===== src/rtl/arb_grant_queue.sv =====
`default_nettype none
// ============================================================================
// Module      : arb_grant_queue
// Description : Captures the payload and encoded index of the client granted
//               by rr_arbiter into a small in-order FIFO. The FIFO drains
//               through a valid/ready port. When it is full, the block stalls
//               the arbiter so that no granted request is lost.
// Revision    : 1.0  initial release
// ============================================================================
module arb_grant_queue #(
  parameter int CLIENTS = 32,
  parameter int DATA_W  = 8,
  parameter int DEPTH   = 4,
  parameter int IDX_W   = $clog2(CLIENTS)
) (
  input  logic                        clock,
  input  logic                        reset,
  input  logic [CLIENTS-1:0]          grant,
  input  logic [CLIENTS*DATA_W-1:0]   req_data,
  output logic                        stall,
  output logic                        out_valid,
  input  logic                        out_ready,
  output logic [DATA_W-1:0]           out_data,
  output logic [IDX_W-1:0]            out_client,
  output logic [$clog2(DEPTH):0]      count,
  output logic                        onehot_err
);

  localparam int c_PTR_W = $clog2(DEPTH);
  localparam int c_CNT_W = c_PTR_W + 1;
  localparam logic [c_CNT_W-1:0] c_FULL = c_CNT_W'(DEPTH);

  logic [c_PTR_W-1:0] r_wr_ptr;
  logic [c_PTR_W-1:0] r_rd_ptr;
  logic [c_CNT_W-1:0] r_count;
  logic [DATA_W-1:0]  r_mem_data   [DEPTH];
  logic [IDX_W-1:0]   r_mem_client [DEPTH];
  logic               r_onehot_err;

  logic [IDX_W-1:0]   w_idx;
  logic [DATA_W-1:0]  w_data;
  logic               w_multi;
  logic               w_full;
  logic               w_push;
  logic               w_pop;

  // Lowest-set-bit encode of the grant, selecting that client's payload.
  // Scanning from the top down lets the lowest set bit win the last write.
  always_comb begin
    w_idx  = '0;
    w_data = '0;
    for (int i = CLIENTS - 1; i >= 0; i--) begin
      if (grant[i]) begin
        w_idx  = IDX_W'(i);
        w_data = req_data[i*DATA_W +: DATA_W];
      end
    end
  end

  // More than one grant bit set: clearing the lowest set bit leaves something.
  assign w_multi = |(grant & (grant - CLIENTS'(1)));

  // Stall depends on registered occupancy only, keeping grant and out_ready
  // out of the arbiter's stall timing path.
  assign w_full = (r_count == c_FULL);
  assign w_push = (|grant) && !w_full;
  assign w_pop  = out_valid && out_ready;

  // Storage and pointer update; reset discards every entry immediately.
  always_ff @(posedge clock) begin
    if (reset) begin
      r_wr_ptr <= '0;
      r_rd_ptr <= '0;
      for (int i = 0; i < DEPTH; i++) begin
        r_mem_data[i]   <= '0;
        r_mem_client[i] <= '0;
      end
    end else begin
      if (w_push) begin
        r_mem_data[r_wr_ptr]   <= w_data;
        r_mem_client[r_wr_ptr] <= w_idx;
        r_wr_ptr               <= r_wr_ptr + c_PTR_W'(1);
      end
      if (w_pop) begin
        r_rd_ptr <= r_rd_ptr + c_PTR_W'(1);
      end
    end
  end

  // Occupancy: a simultaneous push and pop leaves the count unchanged.
  always_ff @(posedge clock) begin
    if (reset) begin
      r_count <= '0;
    end else begin
      case ({w_push, w_pop})
        2'b10:   r_count <= r_count + c_CNT_W'(1);
        2'b01:   r_count <= r_count - c_CNT_W'(1);
        default: r_count <= r_count;
      endcase
    end
  end

  // One-cycle error pulse for an accepted grant that was not one-hot.
  // Grants ignored during stall are never flagged.
  always_ff @(posedge clock) begin
    if (reset) begin
      r_onehot_err <= 1'b0;
    end else begin
      r_onehot_err <= w_push && w_multi;
    end
  end

  assign stall      = w_full;
  assign count      = r_count;
  assign onehot_err = r_onehot_err;
  assign out_valid  = (r_count != '0);
  // Head entry comes straight from registered storage; zero while empty.
  assign out_data   = out_valid ? r_mem_data[r_rd_ptr]   : '0;
  assign out_client = out_valid ? r_mem_client[r_rd_ptr] : '0;

endmodule
`default_nettype wire


===== config.mk =====
export PLATFORM = sky130hd
export DESIGN_NAME = arb_grant_queue
export DESIGN_NICKNAME = d
export VERILOG_FILES = /design/src/rtl/arb_grant_queue.sv
export SDC_FILE = /design/constraint.sdc
export NUM_CORES = 1
export LEC_CHECK = 0
export BUFFER_PORTS_ARGS = -buffer_cell sky130_fd_sc_hd__buf_2
export CAP_MARGIN = 20
export CELL_PAD_IN_SITES_DETAIL_PLACEMENT = 1
export CELL_PAD_IN_SITES_GLOBAL_PLACEMENT = 2
export CORE_MARGIN = 5
export CORE_UTILIZATION = 27
export DETAILED_ROUTE_END_ITERATION = 10
export GPL_TIMING_DRIVEN = 0
export PLACE_DENSITY_LB_ADDON = 0.1
export SYNTH_ARGS = -nofsm -noshare
export SYNTH_HDL_FRONTEND = slang
export SYNTH_SLANG_ARGS = --single-unit

===== constraint.sdc =====
create_clock -name clock -period 4.2 [get_ports clock]
set_clock_uncertainty 0.15 [all_clocks]
set_input_delay 0.42 -clock clock [delete_from_list [all_inputs] [get_ports clock]]
set_output_delay 0.42 -clock clock [all_outputs]
set_load 0.05 [all_outputs]

==> results.md, run 1 <==
- The run finished with clean final reports.
- The boundary pin count is 310.
- The final-layout setup total negative slack is 0 ns.
- The type of element capturing the critical path is a flip-flop.
- At the worst endpoint, the required time is 4.31 ns.
- The share of synthesized flip-flops with an asynchronous set or reset is 0%.
- After detailed routing, the number of remaining DRC violations is 0.
- In this run, synthesis inferred 52 flip-flops with an integrated enable.
- The width of the die is 159.7 um.
- The mapped netlist covers between 6000 and 7000 um^2.
- The buffer cell driving the clock tree root is sky130_fd_sc_hd__clkbuf_16.
- In the layout the commonest cells are 316 x sky130_fd_sc_hd__buf_2, 76 x sky130_fd_sc_hd__nor2_1, 53 x sky130_fd_sc_hd__inv_1, 53 x sky130_fd_sc_hd__nand2_1, 52 x sky130_fd_sc_hd__edfxtp_1.
- The count of non-filler cells in the finished layout is 1355.
- The count of buffers from port buffering is 306.
- For this run, the number of Yosys warnings is 0.
- The wire length of the first global-routing pass is 47000 um.
- Power spread over the standard cell area amounts to 331.4 nW/um^2.
- After clock tree synthesis, the clock-pin slew on the worst setup and hold paths is roughly 0.050 ns.
- The final layout contains routed wiring with a total length of 31310 um.
- In this run, placement finished with an instance count of 1332.
- The final-report max-slew violation count is 0.
- Cells fill 37.51% of the core in the end.
- The total CTS buffers is 9.
- The clock period could shrink to approximately 3.3 ns.
- The layout overhead on the synthesized area is 36.10%.
- Timing would allow up to 0.3010 GHz.
- Synthesis produced a netlist with a net count of a little over 1000.
- The clock passes through at most 2 buffers.
- The tool flagged a number of max-cap violations equal to 0.
- The overall routing resource usage is 23.61%.
- Summed over all layers, the global routing overflow is 0.
- The critical path goes through buf_2, nor4_1, and4_1, buf_2, a31oi_4, inv_1, ha_1, inv_1, fa_1, xor2_1, or3_1, a21oi_1.
- In this run the static leakage power is 3.560 nW.
- The final cycle utilization of the critical path is 79.10%.
- The clock drives just over 60 sinks.
- In this design, the stage delay of the slowest critical-path cell is 0.89 ns.
- Once detail routing completed, the nets flagged for antenna violations numbered 0.
- For the pin with the worst max-slew slack, the measured transition is 1.035 ns.
- Along the worst path, the maximum fanout reaches 6.
- The floorplan step set the die height to 159.7 um.
- Sequential elements use 29.11% of the synthesized area.
- The number of design-rule violations left by the first detailed-router iteration is roughly 280.
- The die covers ~26000 um^2.
- The library cell used most frequently in the layout, excluding fill and tap cells, is sky130_fd_sc_hd__buf_2.
- The total area inside the core boundary comes to 21960 um^2.
- The count of hold buffers inserted by post-cts repair is 0.
- The post-CTS resize count is 0.
- Post-CTS timing repair inserted 0 buffers for setup.
- The kind of path behind the tightest hold check is reg2reg.
- The most used flip-flop cell after synthesis is sky130_fd_sc_hd__edfxtp_1.
- The hold violation total from the final report was 0.
- The maximum VDD drop is 244.6 uV.
- Setup repair after global routing left no endpoint under its margin.
- Entering global routing, the biggest net connects 14 pins.
- The post-synthesis sequential element count is 62.
- The clock tree from TritonCTS is yes.
- Before antenna repair, the detailed router went through 5 iterations.
- After legalization and detailed placement, the total HPWL measured between 20000 and 30000 um.
- Data arrives at the worst endpoint at 3.43 ns.
- The H-tree depth reported by CTS is 3.
- After layout, the worst setup slack is approximately 0.88 ns.
- Setup violations remaining at the end of the flow were counted as 0.
- The number of nets at the end of the flow is approximately 1400.
- Before CTS, the worst setup slack after placement is 0.5046 ns.
- Cells with a size suffix above 1 make up between 30% and 40% of the layout.
- The number of cells produced by synthesis is 746.
- The startpoint kind of the worst setup timing path is an input port.
- The final estimated routing congestion in global placement is 0.8170.
- The number of vias after detailed routing is 7261.
- The number of global-route vias before repair is 8002.
- By startpoint and endpoint, the worst setup path is classified as in2reg.
- Once the floorplan was initialized, standard cells occupied 27.56% of the core.
- The latest clock arrival within the worst-skew pair is 0.33 ns.
- The worst-case headroom to the max-slew limit is between 30% and 40%.
- The slowest library cell on the worst path is sky130_fd_sc_hd__nor4_1.
- The post-synthesis average cell area is slightly above 8 um^2.
- In this run the core area contains between 50 and 60 standard-cell rows.
- The number of antenna violations at the first check in global routing is 10.
- The via density per instance is 5.359.
- The count of cell types in the netlist is 69.
- The per-cell routed wire length is 23.11 um.
- The count of filler cells inserted in the layout is 2754.
cell usage after synthesis (all sizes together), types with 12 or more instances:
cell type,count,area [um^2]
nand2,55,211.5
nor2,77,291.5
o22ai,19,118.9
nor2b,28,175.2
nor3b,27,207.7
inv,53,198.9
buf,24,132.6
o311ai,17,148.9
clkbuf,38,142.6
edfxtp,52,1562
and2,14,87.58
nand2b,14,87.58
a221oi,15,131.4
o21ai,33,165.2
a22oi,25,187.7
a211oi,23,172.7
a21oi,37,185.2
nor4,12,117.6
mux4,13,292.8
sequential cells by signal (all words and copies together) (netlist names), named ones only:
name and flops:
onehot_err 1, r_wr_ptr 2, count 3, r_mem_data 32, r_mem_client 20, r_rd_ptr 2
per-layer routing:
metal / global-route usage [%] / wire length (um)
met5: 0 / 41
met1: 29.79 / 13480
met4: 5.128 / 408
met3: 4.845 / 1558
met2: 41.66 / 15820
per-stage QoR:
stage	hold WS, ns	area [um^2]	power, W
after global placement	0.3602	7934	0.002031
after detailed placement	0.3756	7938	0.002049
after CTS	0.3836	8219	0.002762
final	0.3780	8237	0.002730
after global routing	0.4355	8237	0.002890
after floorplan	0.3347	6052	0.001611
layout make-up:
| cell class | instances | area, um^2 | share of cell area, % |
|---|---|---|---|
| diodes | 7 | 17.52 | 0.2127 |
| plain buffers | 62 | 275.3 | 3.342 |
| clock buffers | 10 | 229.0 | 2.780 |
| clock inverters | 6 | 52.55 | 0.6380 |
| inverters | 56 | 210.2 | 2.552 |
| multi-input cells | 566 | 3809 | 46.24 |
| flip-flops and latches | 62 | 1762 | 21.39 |
| well taps | 280 | 350.3 | 4.253 |
| repair buffers | 306 | 1531 | 18.59 |
logic make-up after synthesis:
| logic type | synth area share [%] |
|---|---|
| AND/OR/NAND/NOR | 25.30 |
| buffers and inverters | 8.021 |
| multiplexers | 4.838 |
| adder cells (fa/ha/maj) | 0.8683 |
| flip-flops | 29.11 |
| XOR/XNOR | 0.8685 |
| AO/OA/AOI/OAI | 30.99 |
worst max-delay path: cells and delay by family:
family	cells	cell delay, ns
compound gates	2	0.27
xor+xnor	1	0.16
fa+ha+maj	2	0.56
buf+inv	4	0.52
simple gates	3	1.50
path summary, 6_finish.rpt:
check / depth (start not counted) / slack, ns / start / end
setup / recovery: 12 / 0.88 / grant[8] / count[2]$_SDFFE_PP0P_
hold / removal: 2 / 0.38 / r_rd_ptr[1]$_SDFFE_PP0P_ / flip-flop
setup reg to reg: 8 / 1.58 / count[0]$_SDFFE_PP0P_ / r_mem_data[0][4]$_SDFFCE_PN0P_
hold reg to reg: 2 / 0.38 / r_rd_ptr[1]$_SDFFE_PP0P_ / flip-flop
power by group:
group          leakage (nW)  switching [W]  internal, W
registers             0.627      0.0000472     0.000775
clock network         0.141       0.000251     0.000451
logic                  2.79       0.000780     0.000425
(Power assumes the default switching activity.)
==> run 2, diff against run 1 <==
--- a/config.mk
+++ b/config.mk
@@ -10,7 +10,7 @@
 export CELL_PAD_IN_SITES_DETAIL_PLACEMENT = 1
 export CELL_PAD_IN_SITES_GLOBAL_PLACEMENT = 2
 export CORE_MARGIN = 5
-export CORE_UTILIZATION = 27
+export CORE_UTILIZATION = 22
 export DETAILED_ROUTE_END_ITERATION = 10
 export GPL_TIMING_DRIVEN = 0
 export PLACE_DENSITY_LB_ADDON = 0.1
==> constraint.sdc (replaced) <==
create_clock -name clock -period 3 [get_ports clock]
set_clock_uncertainty 0.15 [all_clocks]
set_input_delay 0.3 -clock clock [delete_from_list [all_inputs] [get_ports clock]]
set_output_delay 0.3 -clock clock [all_outputs]
set_load 0.05 [all_outputs]
==> results.md, run 2 (synthesis gave the netlist of run 1 again) <==
- The number of failing setup endpoints in the final timing report is 0.
- The cell sitting at the root of the clock tree is a sky130_fd_sc_hd__clkbuf_16.
- The buffer and inverter count on the worst path is 2.
- The commonest non-fill, non-tap cell in the layout is sky130_fd_sc_hd__buf_2.
- Setup repair after global routing left no endpoint under its margin.
- The total wirelength of the detailed-routed design is 32990 um.
- The remaining number of nets flagged by the antenna check after routing is 0.
- At the later pin of the worst-skew pair, clock insertion delay measures ~0.33 ns.
- For this run, design rule violations remaining after detail routing come to 0.
- STA puts the critical path data arrival time at 3.03 ns.
- Among the stages of the critical path, the cell type that occurs most often is sky130_fd_sc_hd__buf_2.
- Counting the fill cells in the layout gives about 3400.
- The die outline area is 30930 um^2.
- The final cycle utilization of the critical path is 99.58%.
- For this design, the slowest cell found on the critical path is sky130_fd_sc_hd__a2111oi_1.
- The path type of the worst setup path is in2reg.
- After layout, the minimum clock period comes to 2.987 ns.
- STA classifies the critical path startpoint as an input port.
- The per-cell routed wire length is 23.27 um.
- The pre-antenna-repair detailed-routing pass consisted of 7 iterations.
- The worst-case headroom to the max-slew limit is between 40 and 50%.
- Across the run, the number of max-cap violations was 0.
- The half-perimeter wire length of the detailed placement result is 27430 um.
- The instance area at placement is 8014 um^2.
- The wire length of the first global-routing pass is 48510 um.
- The H-tree depth reported by CTS is 3.
- The data required time of the critical path is 3.04 ns.
- The register with the most flip-flops in the layout has 32 of them.
- The number of design-rule violations left by the first detailed-router iteration is 380.
- The achievable frequency is about 0.33 GHz.
- The maximum fanout along the worst path is 9.
- The number of vias after detailed routing is 7298.
- The TritonCTS sink count is 62.
- The total CTS buffers is 9.
- The final-report max-slew violation count is 0.
- Leaving out fill and tap cells, the most frequent cells in the layout are 316 x sky130_fd_sc_hd__buf_2, 76 x sky130_fd_sc_hd__nor2_1, 53 x sky130_fd_sc_hd__inv_1, 53 x sky130_fd_sc_hd__nand2_1, 52 x sky130_fd_sc_hd__edfxtp_1.
- Entering global routing, the biggest net connects 14 pins.
- The floorplan has 60 rows.
- Walking the worst path, the cells encountered are buf_2, nor2b_1, buf_2, a221oi_1, o211ai_1, a2111oi_1, o21ai_0, or2_1, nor2_1.
- In the routed layout, each cell is associated on average with a via count of 5.147.
- The post-route netlist has 34.40% of its cells at a drive strength greater than 1.
- The clock tree from TritonCTS is yes.
- The number of global-route vias before repair is 7971.
- The initial utilization of the core area, before any placement, comes to 22.39%.
- The floorplan step set the die width to 175.9 um.
- The flow ran to the end, and the final reports show no timing, DRC or antenna violations.
- The layout overhead on the synthesized area is 38.27%.
- The worst hold path belongs to the class in2reg.
- The maximum VDD drop is roughly 250 uV.
- The finished cells cover 8368 um^2.
- The overall routing resource usage is 20.65%.
- The number of antenna violations at the first check in global routing is 15.
- The core box area is 27030 um^2.
- From bottom edge to top edge, the die measures around 180 um.
- The type of element capturing the critical path is a flip-flop.
- At the pin with the least slew margin, the transition time is 0.8648 ns.
- The hold violation total from the final report is 0.
- Counting along the longest clock path gives a buffer depth of 2.
- The clock transition at the registers of the reported paths is 0.05 ns.
- The number of nets at the end of the flow is 1357.
- Power spread over the standard cell area amounts to about 450 nW/um^2.
- r_mem_data holds more flip-flops than any other register.
- The final standard cell utilization of the core is between 30% and 40%.
- The leakage dissipation is 3.557 nW.
- Buffers placed on the I/O ports in this run total between 300 and 400.
- between 300 and 400 I/O pins were placed.
- The highest cell delay on the worst timing path is 0.59 ns.
- The largest delay contributor family on the critical path is compound AO/OA/AOI/OAI gates.
- The final estimated routing congestion in global placement is 0.8280.
- For this run the aggregate overflow at the end of global routing stands at 0.
- Buffers inserted to repair hold after CTS numbered 0.
==> run 2: cell types whose count changed in the layout (fill, tap and decap cells not counted), sizes merged <==
cell / change
diode: +3
buf: -1
bufinv: -1
clkdlybuf4s15: +1
clkinv: -1
clkinvlp: +1
==> run 2: repair_timing <==
action                                  4_1_cts  5_1_grt
pin swaps                                     0        1
setup buffers                                 0        1
resized for setup                             8       14
endpoints found under the setup margin       62       54
==> run 2: per-stage QoR <==
stage	power [W]	TNS [ns]	hold slack [ns]	worst slack, ns	instances
floorplan	0.002255	0	0.3347	0.1610	746
global placement	0.002877	-36.13	0.3596	-0.5540	1393
global route	0.003970	0	0.3306	0.001725	1417
detailed placement	0.002893	-32.06	0.3698	-0.5779	1393
finish	0.003744	0	0.2911	0.01268	1418
CTS	0.003781	0	0.2741	0.01277	1407
==> run 2: layout make-up <==
type                       instances  area [um^2]  area share (%)
clock inverter                     5        18.77          0.2243
clock buffer                       9        225.2           2.691
antenna                           10        25.02          0.2990
buffer                            62        285.3           3.409
timing repair buffer             307         1539           18.39
inverter                          56        214.0           2.557
tap                              341        426.7           5.099
multi-input combinational        566         3872           46.28
sequential                        62         1762           21.05
==> run 2: report_power, final <==
group          switching [W]  leakage [nW]  internal, W
registers          0.0000635         0.627      0.00109
clock network       0.000347         0.119     0.000533
logic                0.00111          2.81     0.000605
==> run 2: final timing paths <==
| kind | from | endpoint | slack (ns) | cells after the start |
|---|---|---|---|---|
| worst max-delay path | grant[15] | r_mem_data[0][7]$_SDFFCE_PN0P_ | 0.01 | 9 |
| worst min-delay path | out_ready | flip-flop | 0.29 | 4 |
| worst max register to register | count[0]$_SDFFE_PP0P_ | r_mem_client[1][1]$_SDFFCE_PN0P_ | 0.39 | 6 |
| worst min register to register | count[2]$_SDFFE_PP0P_ | count[2]$_SDFFE_PP0P_ | 0.38 | 2 |
==> run 2: worst reg2reg max path: cells and delay by family, from the launching register on <==
family	cells	cell delay [ns]
flops	1	0.39
compound gates	1	0.24
buf+inv	1	0.09
simple gates	4	1.37
==> run 2: per-layer routing <==
metal | up-vias | track usage, % | wire [um]
met5 | - | 0 | 55
met4 | 10 | 5.003 | 350
met3 | 32 | 3.422 | 1466
met2 | 182 | 36.04 | 16650
met1 | 3556 | 26.67 | 14470
li1 | 3518 | - | -
==> run 3, diff against run 2 <==
--- a/config.mk
+++ b/config.mk
@@ -10,7 +10,7 @@
 export CELL_PAD_IN_SITES_DETAIL_PLACEMENT = 1
 export CELL_PAD_IN_SITES_GLOBAL_PLACEMENT = 2
 export CORE_MARGIN = 5
-export CORE_UTILIZATION = 22
+export CORE_UTILIZATION = 25
 export DETAILED_ROUTE_END_ITERATION = 10
 export GPL_TIMING_DRIVEN = 0
 export PLACE_DENSITY_LB_ADDON = 0.1
==> constraint.sdc (replaced) <==
create_clock -name clock -period 2.9 [get_ports clock]
set_clock_uncertainty 0.15 [all_clocks]
set_input_delay 0.29 -clock clock [delete_from_list [all_inputs] [get_ports clock]]
set_output_delay 0.29 -clock clock [all_outputs]
set_load 0.05 [all_outputs]
==> results.md, run 3 (synthesis gave the netlist of run 1 again) <==
- The flow ran to the end, and the final reports show no timing, DRC or antenna violations.
- Once detail routing completed, the nets flagged for antenna violations numbered 0.
- After detailed routing, the number of vias per cell comes to between 5 and 6.
- More flip-flops sit in one register than any other, and that register is r_mem_data.
- The maximum number of buffers from clock root to sink is 2.
- STA classifies the critical path endpoint as a flip-flop.
- The global routing stage identified its most utilized layer as met2.
- The count of buffers from port buffering is 306.
- The worst setup path is launched from an input port.
- The critical path is of the in2reg type.
- Dividing the final minimum period by the clock period gives between 90% and 100%.
- The half-perimeter wire length of the detailed placement result is 26110 um.
- The sequential fraction of design power is 30.7%.
- The die is 165.6 um wide.
- Relative to the synthesized area, the layout overhead comes to 37.79%.
- The overall routing resource usage is 22.18%.
- The die outline area is 27420 um^2.
- In this run, the clock network consumes 23.7% of the power.
- For the final routed database, the setup TNS stands at 0 ns.
- In this run the number of H-tree levels came out at 3.
- For this run, global-route usage on met1 was measured as 28.86%.
- Setup repair after global routing could not meet its margin everywhere.
- The number of antenna violations at the first check in global routing came to 7.
- The share of power burned in combinational logic is 45.6%.
- The pin count of the biggest net entering global routing is 14.
- The per-cell routed wire length is 22.31 um.
- TritonCTS built the clock tree.
- Clock latency on the worst-skew pair, taken at its later pin, is 0.33 ns.
- The share of post-route cells with drive strength above 1 is between 30% and 40%.
- For this design the top-level I/O count stands at a little over 300.
- The count of filler cells inserted in the layout is roughly 3100.
- The internal power of the cells totals ~0.0023 W.
- The hold violation total from the final report is 0.
- In this run the power density over the cells is ~460 nW/um^2.
- The final-report max-slew violation count came to 0.
- The row count is 57.
- Once the floorplan was initialized, standard cells occupied about a quarter of the core.
- The number of clock buffers added by TritonCTS is 9.
- The cell sitting at the root of the clock tree is a sky130_fd_sc_hd__clkbuf_16.
- After detailed routing, the number of remaining DRC violations is 0.
- The number of nets at the end of the flow is 1356.
- The worst-case setup margin in the final layout is 0.08513 ns.
- The min-delay analysis places its worst path in the category in2reg.
- The number of vias after detailed routing is 7203.
- The worst-case IR drop observed on VDD is around 450 uV.
- For this design, the sink count on the clock tree is 62.
- The leakage dissipation is ~3.6 nW.
- Leaving out fill and tap cells, the most frequent cell in the layout is sky130_fd_sc_hd__buf_2.
- The achievable frequency is 0.3553 GHz.
- The detailed-router iteration count before antenna repair is 4.
- The max-cap check violation count is 0.
- The arrival time at the worst endpoint is 2.92 ns.
- For the worst setup path, the data required time is 3.00 ns.
- The total wirelength of the detailed-routed design is 31110 um.
- Net switching is 40.15% of the power.
- Before CTS, the worst setup slack after placement is -0.6272 ns.
- The top cell types in the final layout, fill and taps aside, are 316 x sky130_fd_sc_hd__buf_2, 76 x sky130_fd_sc_hd__nor2_1, 53 x sky130_fd_sc_hd__inv_1, 53 x sky130_fd_sc_hd__nand2_1, 52 x sky130_fd_sc_hd__edfxtp_1.
- The wire length of the first global-routing pass is 45620 um.
- Once layout is complete, the utilization of the core stands at between 30% and 40%.
- The final estimated routing congestion in global placement is roughly 0.84.
- The global-route met3 utilization is 4.468%.
- The remaining global-route overflow is 0.
- The number of design-rule violations left by the first detailed-router iteration is roughly 370.
- Measured against its own limit, the worst slew margin works out to between 40% and 50%.
- The design draws 0.003871 W.
- The worst hold slack is 0.2891 ns.
- The switching power total is between 0.0015 and 0.002 W.
- The number of failing setup endpoints in the final timing report is 0.
- The met2 capacity usage during global routing is 38.62%.
- At the pin with the least slew margin, the transition time is 0.8266 ns.
- The core box area is between 20000 and 25000 um^2.
- The clock period minus final worst setup slack is between 2 and 3 ns.
- The clock transition at the registers of the reported paths is 0.05 ns.
- Along the worst path, the maximum fanout reaches 9.
- The buffers inserted during post-CTS setup optimization is 0.
- The number of global-route vias before repair came to about 7700.
- The flip-flop count of the largest register after layout is 32.
- The die is between 150 and 200 um tall.
-- run 3: cell count changes in the layout (fill, tap and decap cells not counted), sizes merged --
cell	previous run	this run
clkinv	7	5
diode	10	2
clkbuf	48	51
-- run 3: worst max-delay path: stages --
cell                      delay [ns]
sky130_fd_sc_hd__buf_2          0.16
sky130_fd_sc_hd__or4_1          0.62
sky130_fd_sc_hd__nor4_4         0.36
sky130_fd_sc_hd__a31oi_4        0.15
sky130_fd_sc_hd__inv_1          0.10
sky130_fd_sc_hd__ha_1           0.18
sky130_fd_sc_hd__inv_1          0.06
sky130_fd_sc_hd__fa_1           0.37
sky130_fd_sc_hd__xor2_1         0.16
sky130_fd_sc_hd__or3_1          0.31
sky130_fd_sc_hd__a21oi_1        0.15
-- run 3: layout make-up --
cell class	instances	area [um^2]	share of cell area (%)
multi-input cells	566	3886	46.60
flip-flops and latches	62	1762	21.13
repair buffers	306	1531	18.36
well taps	324	405.4	4.861
plain buffers	62	284.0	3.406
clock buffers	13	240.2	2.881
inverters	56	214.0	2.566
clock inverters	3	11.26	0.1350
diodes	2	5.005	0.06001
-- run 3: power groups by stage --
stage,combinational [W],clock [W],sequential (W)
2_1_floorplan,0.00109,0,0.00125
4_1_cts,0.00179,0.000935,0.00119
3_5_place_dp,0.00177,0,0.00121
5_1_grt,0.00193,0.000969,0.00120
6_report,0.00176,0.000916,0.00119
3_3_place_gp,0.00175,0,0.00120
-- run 3: worst paths after layout --
path | startpoint | to | slack (ns) | cells after the start
setup / recovery | grant[24] | count[2]$_SDFFE_PP0P_ | 0.09 | 11
hold / removal | out_ready | flip-flop | 0.29 | 4
setup reg to reg | count[0]$_SDFFE_PP0P_ | r_mem_data[1][5]$_SDFFCE_PN0P_ | 0.24 | 6
hold reg to reg | r_rd_ptr[1]$_SDFFE_PP0P_ | r_rd_ptr[1]$_SDFFE_PP0P_ | 0.38 | 2
-- run 3: per-stage QoR --
step                      instance area, um^2  cells
final                                    8339   1394
after CTS                                8284   1392
after floorplan                          6052    746
after global routing                     8334   1392
after detailed placement                 7993   1376
after global placement                   7989   1376
-- run 3: repair_timing --
action | 4_1_cts | 5_1_grt
hold buffers | 0 | 0
hold endpoints to repair | 0 | 0
cloned | 0 | 0
endpoints found under the setup margin | 63 | 52
gates resized for setup | 13 | 10
-- run 3: metal layers --
layer / wire length (um) / vias to the layer above
li1: - / 3508
met1: 13570 / 3459
met2: 15600 / 192
met3: 1587 / 30
met4: 282 / 14
met5: 73 / -
